File: src/rtl/calc_g_pkg.sv
// Shared types and constants for the object-point r2 raster generator.
package calc_g_pkg;

  localparam int unsigned CW        = 9;
  localparam int unsigned R2_W      = 20;
  localparam int unsigned SQ_W      = 2 * CW;
  localparam int unsigned H_RES_DEF = 512;
  localparam int unsigned V_RES_DEF = 512;

  typedef enum logic [1:0] {
    ST_IDLE  = 2'd0,
    ST_SCAN  = 2'd1,
    ST_DRAIN = 2'd2,
    ST_DONE  = 2'd3
  } state_e;

  typedef struct packed {
    logic [CW-1:0] x;
    logic [CW-1:0] y;
  } pix_t;

  // Square of a signed CW+1-bit difference; |d| <= 2^CW-1 so the magnitude fits CW bits.
  function automatic logic [SQ_W-1:0] sq_mag(input logic signed [CW:0] d);
    logic [CW-1:0] mag;
    mag = d[CW] ? CW'(-d) : d[CW-1:0];
    return SQ_W'(mag) * SQ_W'(mag);
  endfunction

endpackage

File: src/rtl/calc_g_sqsum_pipe.sv
// Three-stage diff/square/sum datapath with one shared enable for backpressure.
// Row-end flag tracking is present only when CALC_G_EOL_EN is defined.
module calc_g_sqsum_pipe
  import calc_g_pkg::*;
(
  input  logic            clk_i,
  input  logic            rst_i,
  input  logic            en_i,
  input  logic            in_valid_i,
  input  logic [CW-1:0]   in_x_i,
  input  logic [CW-1:0]   in_y_i,
  input  logic [CW-1:0]   obj_x_i,
  input  logic [CW-1:0]   obj_y_i,
`ifdef CALC_G_EOL_EN
  input  logic            in_eol_i,
  output logic            out_eol_o,
`endif
  output logic            s1_valid_o,
  output logic            s2_valid_o,
  output logic            out_valid_o,
  output logic [CW-1:0]   out_x_o,
  output logic [CW-1:0]   out_y_o,
  output logic [R2_W-1:0] out_r2_o
);

  logic               s1_v_q, s2_v_q, s3_v_q;
  pix_t               s1_pix_q, s2_pix_q, s3_pix_q;
  logic signed [CW:0] dx_d, dy_d, dx_q, dy_q;
  logic [SQ_W-1:0]    sqx_q, sqy_q;
  logic [R2_W-1:0]    r2_q;

  always_comb begin
    dx_d = $signed({1'b0, in_x_i}) - $signed({1'b0, obj_x_i});
    dy_d = $signed({1'b0, in_y_i}) - $signed({1'b0, obj_y_i});
  end

  always_ff @(posedge clk_i) begin
    if (rst_i) begin
      s1_v_q   <= 1'b0;
      s2_v_q   <= 1'b0;
      s3_v_q   <= 1'b0;
      s1_pix_q <= '0;
      s2_pix_q <= '0;
      s3_pix_q <= '0;
      dx_q     <= '0;
      dy_q     <= '0;
      sqx_q    <= '0;
      sqy_q    <= '0;
      r2_q     <= '0;
    end else if (en_i) begin
      s1_v_q   <= in_valid_i;
      s1_pix_q <= '{x: in_x_i, y: in_y_i};
      dx_q     <= dx_d;
      dy_q     <= dy_d;
      s2_v_q   <= s1_v_q;
      s2_pix_q <= s1_pix_q;
      sqx_q    <= sq_mag(dx_q);
      sqy_q    <= sq_mag(dy_q);
      s3_v_q   <= s2_v_q;
      s3_pix_q <= s2_pix_q;
      r2_q     <= R2_W'(sqx_q) + R2_W'(sqy_q);
    end
  end

`ifdef CALC_G_EOL_EN
  logic eol1_q, eol2_q, eol3_q;

  always_ff @(posedge clk_i) begin
    if (rst_i) begin
      eol1_q <= 1'b0;
      eol2_q <= 1'b0;
      eol3_q <= 1'b0;
    end else if (en_i) begin
      eol1_q <= in_valid_i & in_eol_i;
      eol2_q <= eol1_q;
      eol3_q <= eol2_q;
    end
  end

  assign out_eol_o = eol3_q;
`endif

  assign s1_valid_o  = s1_v_q;
  assign s2_valid_o  = s2_v_q;
  assign out_valid_o = s3_v_q;
  assign out_x_o     = s3_pix_q.x;
  assign out_y_o     = s3_pix_q.y;
  assign out_r2_o    = r2_q;

endmodule

File: src/rtl/calc_g_coord_sqsum.sv
// Frame FSM, raster counters and output handshake around the r2 datapath.
// Optional row-end output out_eol_o is enabled by defining CALC_G_EOL_EN.
module calc_g_coord_sqsum
  import calc_g_pkg::*;
#(
  parameter int unsigned H_RES = H_RES_DEF,
  parameter int unsigned V_RES = V_RES_DEF
) (
  input  logic            clk_i,
  input  logic            rst_i,
  input  logic            start_i,
  input  logic [CW-1:0]   obj_x_i,
  input  logic [CW-1:0]   obj_y_i,
  output logic            busy_o,
  output logic            done_o,
  output logic            out_valid_o,
  input  logic            out_ready_i,
  output logic [CW-1:0]   out_x_o,
  output logic [CW-1:0]   out_y_o,
`ifdef CALC_G_EOL_EN
  output logic            out_eol_o,
`endif
  output logic [R2_W-1:0] out_r2_o
);

  localparam logic [CW-1:0] XMAX = CW'(H_RES - 1);
  localparam logic [CW-1:0] YMAX = CW'(V_RES - 1);

  state_e        state_q, state_d;
  logic [CW-1:0] x_q, x_d, y_q, y_d;
  logic [CW-1:0] obj_x_q, obj_x_d, obj_y_q, obj_y_d;
  logic          busy_q, busy_d, done_q, done_d;
  logic          en_c, issue_c, last_pix_c, pipe_empty_c;
  logic          s1_v, s2_v, out_valid_w;

  // Whole pipe and scan advance together unless a held result is refused.
  assign en_c         = ~out_valid_w | out_ready_i;
  assign issue_c      = (state_q == ST_SCAN) & en_c;
  assign last_pix_c   = (x_q == XMAX) & (y_q == YMAX);
  assign pipe_empty_c = ~s1_v & ~s2_v;

  always_ff @(posedge clk_i) begin
    if (rst_i) begin
      state_q <= ST_IDLE;
      x_q     <= '0;
      y_q     <= '0;
      obj_x_q <= '0;
      obj_y_q <= '0;
      busy_q  <= 1'b0;
      done_q  <= 1'b0;
    end else begin
      state_q <= state_d;
      x_q     <= x_d;
      y_q     <= y_d;
      obj_x_q <= obj_x_d;
      obj_y_q <= obj_y_d;
      busy_q  <= busy_d;
      done_q  <= done_d;
    end
  end

  always_comb begin
    state_d = state_q;
    case (state_q)
      ST_IDLE:  if (start_i) state_d = ST_SCAN;
      ST_SCAN:  if (issue_c && last_pix_c) state_d = ST_DRAIN;
      ST_DRAIN: if (pipe_empty_c && out_valid_w && out_ready_i) state_d = ST_DONE;
      ST_DONE:  state_d = ST_IDLE;
      default:  state_d = ST_IDLE;
    endcase
  end

  always_comb begin
    x_d     = x_q;
    y_d     = y_q;
    obj_x_d = obj_x_q;
    obj_y_d = obj_y_q;
    busy_d  = (state_d != ST_IDLE);
    done_d  = (state_d == ST_DONE);
    if (state_q == ST_IDLE && start_i) begin
      x_d     = '0;
      y_d     = '0;
      obj_x_d = obj_x_i;
      obj_y_d = obj_y_i;
    end else if (issue_c) begin
      if (x_q == XMAX) begin
        x_d = '0;
        y_d = (y_q == YMAX) ? '0 : y_q + 1'b1;
      end else begin
        x_d = x_q + 1'b1;
      end
    end
  end

  calc_g_sqsum_pipe u_pipe (
    .clk_i       (clk_i),
    .rst_i       (rst_i),
    .en_i        (en_c),
    .in_valid_i  (issue_c),
    .in_x_i      (x_q),
    .in_y_i      (y_q),
    .obj_x_i     (obj_x_q),
    .obj_y_i     (obj_y_q),
`ifdef CALC_G_EOL_EN
    .in_eol_i    (x_q == XMAX),
    .out_eol_o   (out_eol_o),
`endif
    .s1_valid_o  (s1_v),
    .s2_valid_o  (s2_v),
    .out_valid_o (out_valid_w),
    .out_x_o     (out_x_o),
    .out_y_o     (out_y_o),
    .out_r2_o    (out_r2_o)
  );

  assign busy_o      = busy_q;
  assign done_o      = done_q;
  assign out_valid_o = out_valid_w;

endmodule
File: config.mk
export PLATFORM = sky130hd
export DESIGN_NAME = calc_g_coord_sqsum
export DESIGN_NICKNAME = d
export VERILOG_FILES = /design/src/rtl/calc_g_pkg.sv /design/src/rtl/calc_g_sqsum_pipe.sv /design/src/rtl/calc_g_coord_sqsum.sv
export SDC_FILE = /design/constraint.sdc
export NUM_CORES = 1
export LEC_CHECK = 0
export CAP_MARGIN = 10
export CORE_AREA = 2 2 139 141
export CTS_CLUSTER_DIAMETER = 200
export DETAILED_ROUTE_END_ITERATION = 6
export DIE_AREA = 0 0 141 143
export PLACE_DENSITY = 0.95
export RECOVER_POWER = 50
export SLEW_MARGIN = 20
export SYNTH_ARGS = -nofsm -noshare
export SYNTH_HDL_FRONTEND = slang
export SYNTH_SLANG_ARGS = --single-unit
File: constraint.sdc
create_clock -name clk_i -period 14.2 [get_ports clk_i]
set_input_delay 2.84 -clock clk_i [delete_from_list [all_inputs] [get_ports clk_i]]
set_output_delay 2.84 -clock clk_i [all_outputs]
set_load 0.01 [all_outputs]
Word-level counts from Yosys, hierarchy flattened
Index checks and enable logic that the tools add are counted.
{"block": "word_totals", "reg_bits": 173, "inputBits": 22, "output_inout_bits": 41, "elab_cells": 59}
{"block": "classes", "addsub": 7, "n_mul": 2, "eq_ne": 6, "muxes": 8, "bitwise_logic": 7, "reduce_logical": 8}
{"cell": "9-bit by 9-bit multiplier with 18-bit output", "n": 2}
{"cell": "9-bit two-way mux", "n": 4}
{"cell": "9-bit by 9-bit subtractor with 10-bit output", "n": 2}
{"cell": "18-bit by 18-bit adder with 19-bit output", "n": 1}
{"cell": "9-bit by 1-bit adder with 9-bit output (second input constant)", "n": 2}
{"cell": "9-bit == test (second input constant)", "n": 2}
{"cell": "9-bit negation", "n": 2}
{"cell": "2-bit one-hot mux with 4 select lines", "n": 1}
{"cell": "2-bit == test (second input constant)", "n": 3}
{"cell": "2-bit two-way mux", "n": 3}
{"cell": "1-bit logical AND", "n": 4}
{"cell": "1-bit bitwise AND", "n": 3}
{"cell": "1-bit inverter", "n": 3}
{"cell": "2-bit by 1-bit == test with 1-bit output (second input constant)", "n": 1}
{"cell": "2-bit logical NOT", "n": 1}
{"cell": "2-bit AND reduction", "n": 1}
{"cell": "2-bit nonzero test", "n": 1}
{"cell": "2-bit OR reduction", "n": 1}
{"cell": "1-bit OR", "n": 1}

Depth between registers and ports, before layout
{"block": "logic_depth", "ltp_word": 7, "mapped_depth": 23, "mapped_depth_nobuf": 22}

By module
From an unflattened synthesis, not the netlist that was laid out.
{"block": "hier_totals", "cells_unflattened": 1414, "hier_area_um2": 12085.3}
{"module": "calc_g_sqsum_pipe", "instances": 1, "cells_each": 1200, "area_each_um2": 10342.4, "seq_area_each_um2": 2602.5}
{"module": "calc_g_coord_sqsum", "instances": 1, "cells_each": 214, "area_each_um2": 1742.9, "seq_area_each_um2": 800.8}

Worst setup path after synthesis
Ideal clock, no wire load.
{"block": "synth_path", "path_kind": "reg2reg", "startpoint": "register u_pipe.dx_q[0]", "endpoint": "register u_pipe.sqx_q[14]", "setup_time_ps": 117, "arrival_ps": 5466, "required_time_ps": 14083, "path_slack_ps": 8616, "path_stages_with_launch": 19, "n_path_buf": 0, "synth_period_minus_slack_ps": 5584, "path_cell_list": "dfxtp_1 clkinv_1 ha_1 or3b_4 o41a_1 xnor2_4 nor2_1 fa_1 fa_1 fa_1 inv_1 fa_1 inv_1 ha_1 or3_1 o221ai_1 a21oi_1 or3_1 a32o_1"}
{"block": "synth_between", "elab_chain_cells": 3}
{"item": "start, declared", "line": "calc_g_sqsum_pipe.sv:28", "rtl": "logic signed [CW:0] dx_d, dy_d, dx_q, dy_q;"}
{"item": "start signal, assigned", "line": "calc_g_sqsum_pipe.sv:45", "rtl": "dx_q <= '0;"}
{"item": "start signal, assigned", "line": "calc_g_sqsum_pipe.sv:53", "rtl": "dx_q <= dx_d;"}
{"item": "9-bit negation", "line": "calc_g_pkg.sv:25", "rtl": "mag = d[CW] ? CW'(-d) : d[CW-1:0];"}
{"item": "9-bit two-way mux *", "line": "calc_g_pkg.sv:25"}
{"item": "9-bit by 9-bit multiplier with 18-bit output *", "line": "calc_g_pkg.sv:26", "rtl": "return SQ_W'(mag) * SQ_W'(mag);"}
{"item": "end signal, assigned", "line": "calc_g_sqsum_pipe.sv:57", "rtl": "sqx_q <= sq_mag(dx_q);"}
{"item": "end, declared", "line": "calc_g_sqsum_pipe.sv:29", "rtl": "logic [SQ_W-1:0] sqx_q, sqy_q;"}
Mark *: on every way between the ends. The rest lies on a longest branch, timed or not.
A chain may end at the register's enable or synchronous reset.

Worst setup path after layout
{"block": "layout_path", "startpoint": "input rst_i", "endpoint": "register y_q[0]"}
{"block": "layout_between", "elab_chain_cells": 1}
{"item": "start, declared", "line": "calc_g_coord_sqsum.sv:10", "rtl": "input logic rst_i,"}
{"item": "2-bit OR reduction (no line)"}
{"item": "end signal, assigned", "line": "calc_g_coord_sqsum.sv:54", "rtl": "y_q <= y_d;"}
{"item": "end, declared", "line": "calc_g_coord_sqsum.sv:30", "rtl": "logic [CW-1:0] x_q, x_d, y_q, y_d;"}
Every way passes these cells.

==> impl_results.md <==
- Status: finished, violations left
- Violated checks: capacitance limit, slew limit
- Initial antenna violation count: 0
- FF-to-FF path depth: 20
- Largest net degree at the start of global routing: 100
- Setup slack at placement: 8120 ps
- Compound-gate portion of the synthesized area: 0.158
- Post-synthesis mux area share: 0.0103
- Critical Path Sink: y_q[0]
- Commonest non-fill, non-tap cell in the layout: nand2_1
- Simple-gate share of the synthesized area: 0.198
- Final Cell Area: between 0.01 and 0.015 sq mm
- Fin. max-slew vios: 209
- Nets: 1,711
- Final WL: 28.3 mm
- Cts repair resizes: 0
- Worst-Margin Slew: 3160 ps
- First-pass DRT Iterations: 5
- Clk root buf: clkbuf_16
- Sequential fraction of the synthesis area: 0.285
- Critical setup path kind: in -> reg
- Slew HR: -1.10
- Routability cong.: 0.953
- Syn Area/Cell: approximately 8 sq um
- Port Buf Inserts: 61
- RSZ-0062 raised after global routing: no
- CTS tree: built
- Setup Buffers After CTS: 0
- Die area: 0.0202 sq mm
- Via density: ~6
- Cells after Synth: 1,484
- Final HPWL DP: 19.9 mm
- Synth-to-layout area growth: 11.1%
- Vias: 10,500
- Max Cap Viol: 3
- Post-synthesis cell type count: 74
- Worst setup EP type: flip-flop
- Share of layout cells above drive strength 1: 0.0446
- Chip height: about 140 microns
- Vias in the first global route: approximately 10,000
- Ports: 63
- Mapped Nets: about 1,700
- Crit. Startpoint: rst_i
- Worst Hold Class: reg -> reg
- Clock slew at reported path FFs: 70 ps
- Max clock buf depth: 2
- Clock latency on the worst-skew pair: 440 ps
- Post-synth ARST share: 0
- Most frequent cells in the layout: nand2_1, dfxtp_1, inv_1
- Post-Synth Adder-Cell Area: 0.230
- GRT Residual Overflow: 0
- Post-DRT Antenna Nets: 0
- Initial DRC count: a little over 900
- TNS Setup: 0 ps
- CTS sink cnt: 170
- Number of synthesized register bits: 170
- Xor/xnor share of the synthesized area: 0.0476
- Worst r2r dst: u_pipe.sqx_q[15]
- Die width: between 100 and 150 microns
- Leak: 5.87 nW
- Ys flop type: dfxtp_1
- Util after Layout: 0.714
- Ratio of final minimum period to clock period: 0.556
- Row cnt: 50
- Ys Warns: 0
- Global-route wire length before repair: 47.6 mm
- CP startpoint kind: primary input
- Worst Clk Skew: 8.97 ps
- Antenna cells: 0
- CTS Buf Count: 17
- R2r startpoint: u_pipe.dx_q[0]
- R2r setup slk: between 7000 and 8000 ps
- Fmax: 127 MHz
- Main combinational cell family by area after synthesis: adder cells
- Crit path DAT: around 8200 ps
- Fin crit period: 7890 ps
- Gr usage total: 0.288
- Worst Path Max Fanout: 78
- Residual DRC: 0
- Max IR drop VDD: 0.112 mV
- Core area: approximately 0.019 sq mm
- Placed instance area: 0.0127 sq mm
- Initial Util: 0.643
- Post-Syn Area: 0.0119 sq mm
- Final setup viols: 0
- Hold Vio Cnt, Final: 0
- Hold Buf Count CTS: 0
- Final worst setup slack: roughly 6300 ps
- EDFF count, synth: 0
- Wirelength per Cell: 16.1 microns
- Req. time, crit path: between 10,000 and 15,000 ps
- Power per Cell Area: about 170 mW/mm^2
- Htree depth: 4
## critical path, cell delays in order
cell	delay [ps]
clkbuf_1	2180
clkbuf_1	2310
nor2_1	270
o21ai_1	450
nor2_1	120
## cell families (layout without fill, tap and decap cells)
| kind of cell | Yosys count | after routing |
|---|---|---|
| and+or+nand+nor | 530 | 530 |
| AOI/OAI and AO/OA | 308 | 308 |
| buffers and inverters | 223 | 262 |
| adders and majority gates | 179 | 179 |
| DFF | 170 | 170 |
| xor gates and xnor gates | 61 | 61 |
| muxes | 12 | 12 |
| other | 1 | 1 |
## registers in the layout, indices dropped and copies added, names as in the netlist, 10 cells and up
signal / cells
u_pipe.out_r2_o: 19
u_pipe.s1_pix_q: 18
u_pipe.s2_pix_q: 18
u_pipe.sqx_q: 17
u_pipe.sqy_q: 17
u_pipe.dx_q: 10
u_pipe.dy_q: 10
## power by group
part	total [W]	internal, W	leakage [nW]	switching [W]
Sequential	0.000581	0.000536	1.39	0.0000456
Combinational	0.00115	0.000487	4.18	0.000661
Clock	0.000478	0.000242	0.298	0.000236
## cell usage after synthesis (all sizes together), types with 9 or more instances
library cell	number	area, sq um
nor2b	15	93.8
clkbuf	50	188
o21ai	52	264
a21oi	151	756
fa	67	1340
buf	9	45.0
nor2	126	475
and2	9	56.3
and3	10	62.6
or3	18	118
mux2i	10	100
or2	15	93.8
nand3	30	150
o21a	14	105
xor2	35	322
nand2b	13	81.3
nand4	10	62.6
dfxtp	170	3400
inv	163	612
ha	112	1400
a211oi	19	143
nand2	239	897
nor3	31	155
xnor2	26	246
## area by class of cell
type                            instances  area [sq um]
Clock buffer                           17           425
Clock inverter                         15           193
Timing Repair Buffer                   66           638
Sequential cell                       170          3400
Fill cell                            1270          5320
Tap cell                              234           293
Multi-Input combinational cell       1091          7690
Inverter                              164           616
## stage by stage
| step | total power (W) | hold slack [ps] | instances |
|---|---|---|---|
| 3_5_place_dp | 0.00171 | 443 | 1725 |
| 6_report | 0.00221 | 446 | 1757 |
| 4_1_cts | 0.00220 | 453 | 1757 |
| 2_1_floorplan | 0.00146 | 432 | 1484 |
| 5_1_grt | 0.00238 | 467 | 1757 |
| 3_3_place_gp | 0.00165 | 439 | 1725 |
## how the worst min path moves through the flow
stage                     depth (start not counted)  slack [ps]                  to          startpoint
after floorplan                                   2         430  u_pipe.s2_pix_q[0]  u_pipe.s2_pix_q[0]
after detailed placement                          2         440  u_pipe.out_r2_o[6]  u_pipe.out_r2_o[6]
final                                             2         450  u_pipe.out_r2_o[6]  u_pipe.out_r2_o[6]
after global placement                            2         440  u_pipe.out_r2_o[2]  u_pipe.out_r2_o[2]
after global routing                              2         470   u_pipe.out_x_o[1]   u_pipe.out_x_o[1]
after CTS                                         2         450  u_pipe.out_r2_o[6]  u_pipe.out_r2_o[6]
## per-layer routing
layer  routed length (microns)  vias up  global-route usage
met2                     14300      426               0.523
met3                      1770       91              0.0503
met5                         0        -                   0
met4                      1180        0               0.135
li1                          -     5005                   -
met1                     11000     4963               0.331
No activity file was read; power rests on OpenSTA's default activity.
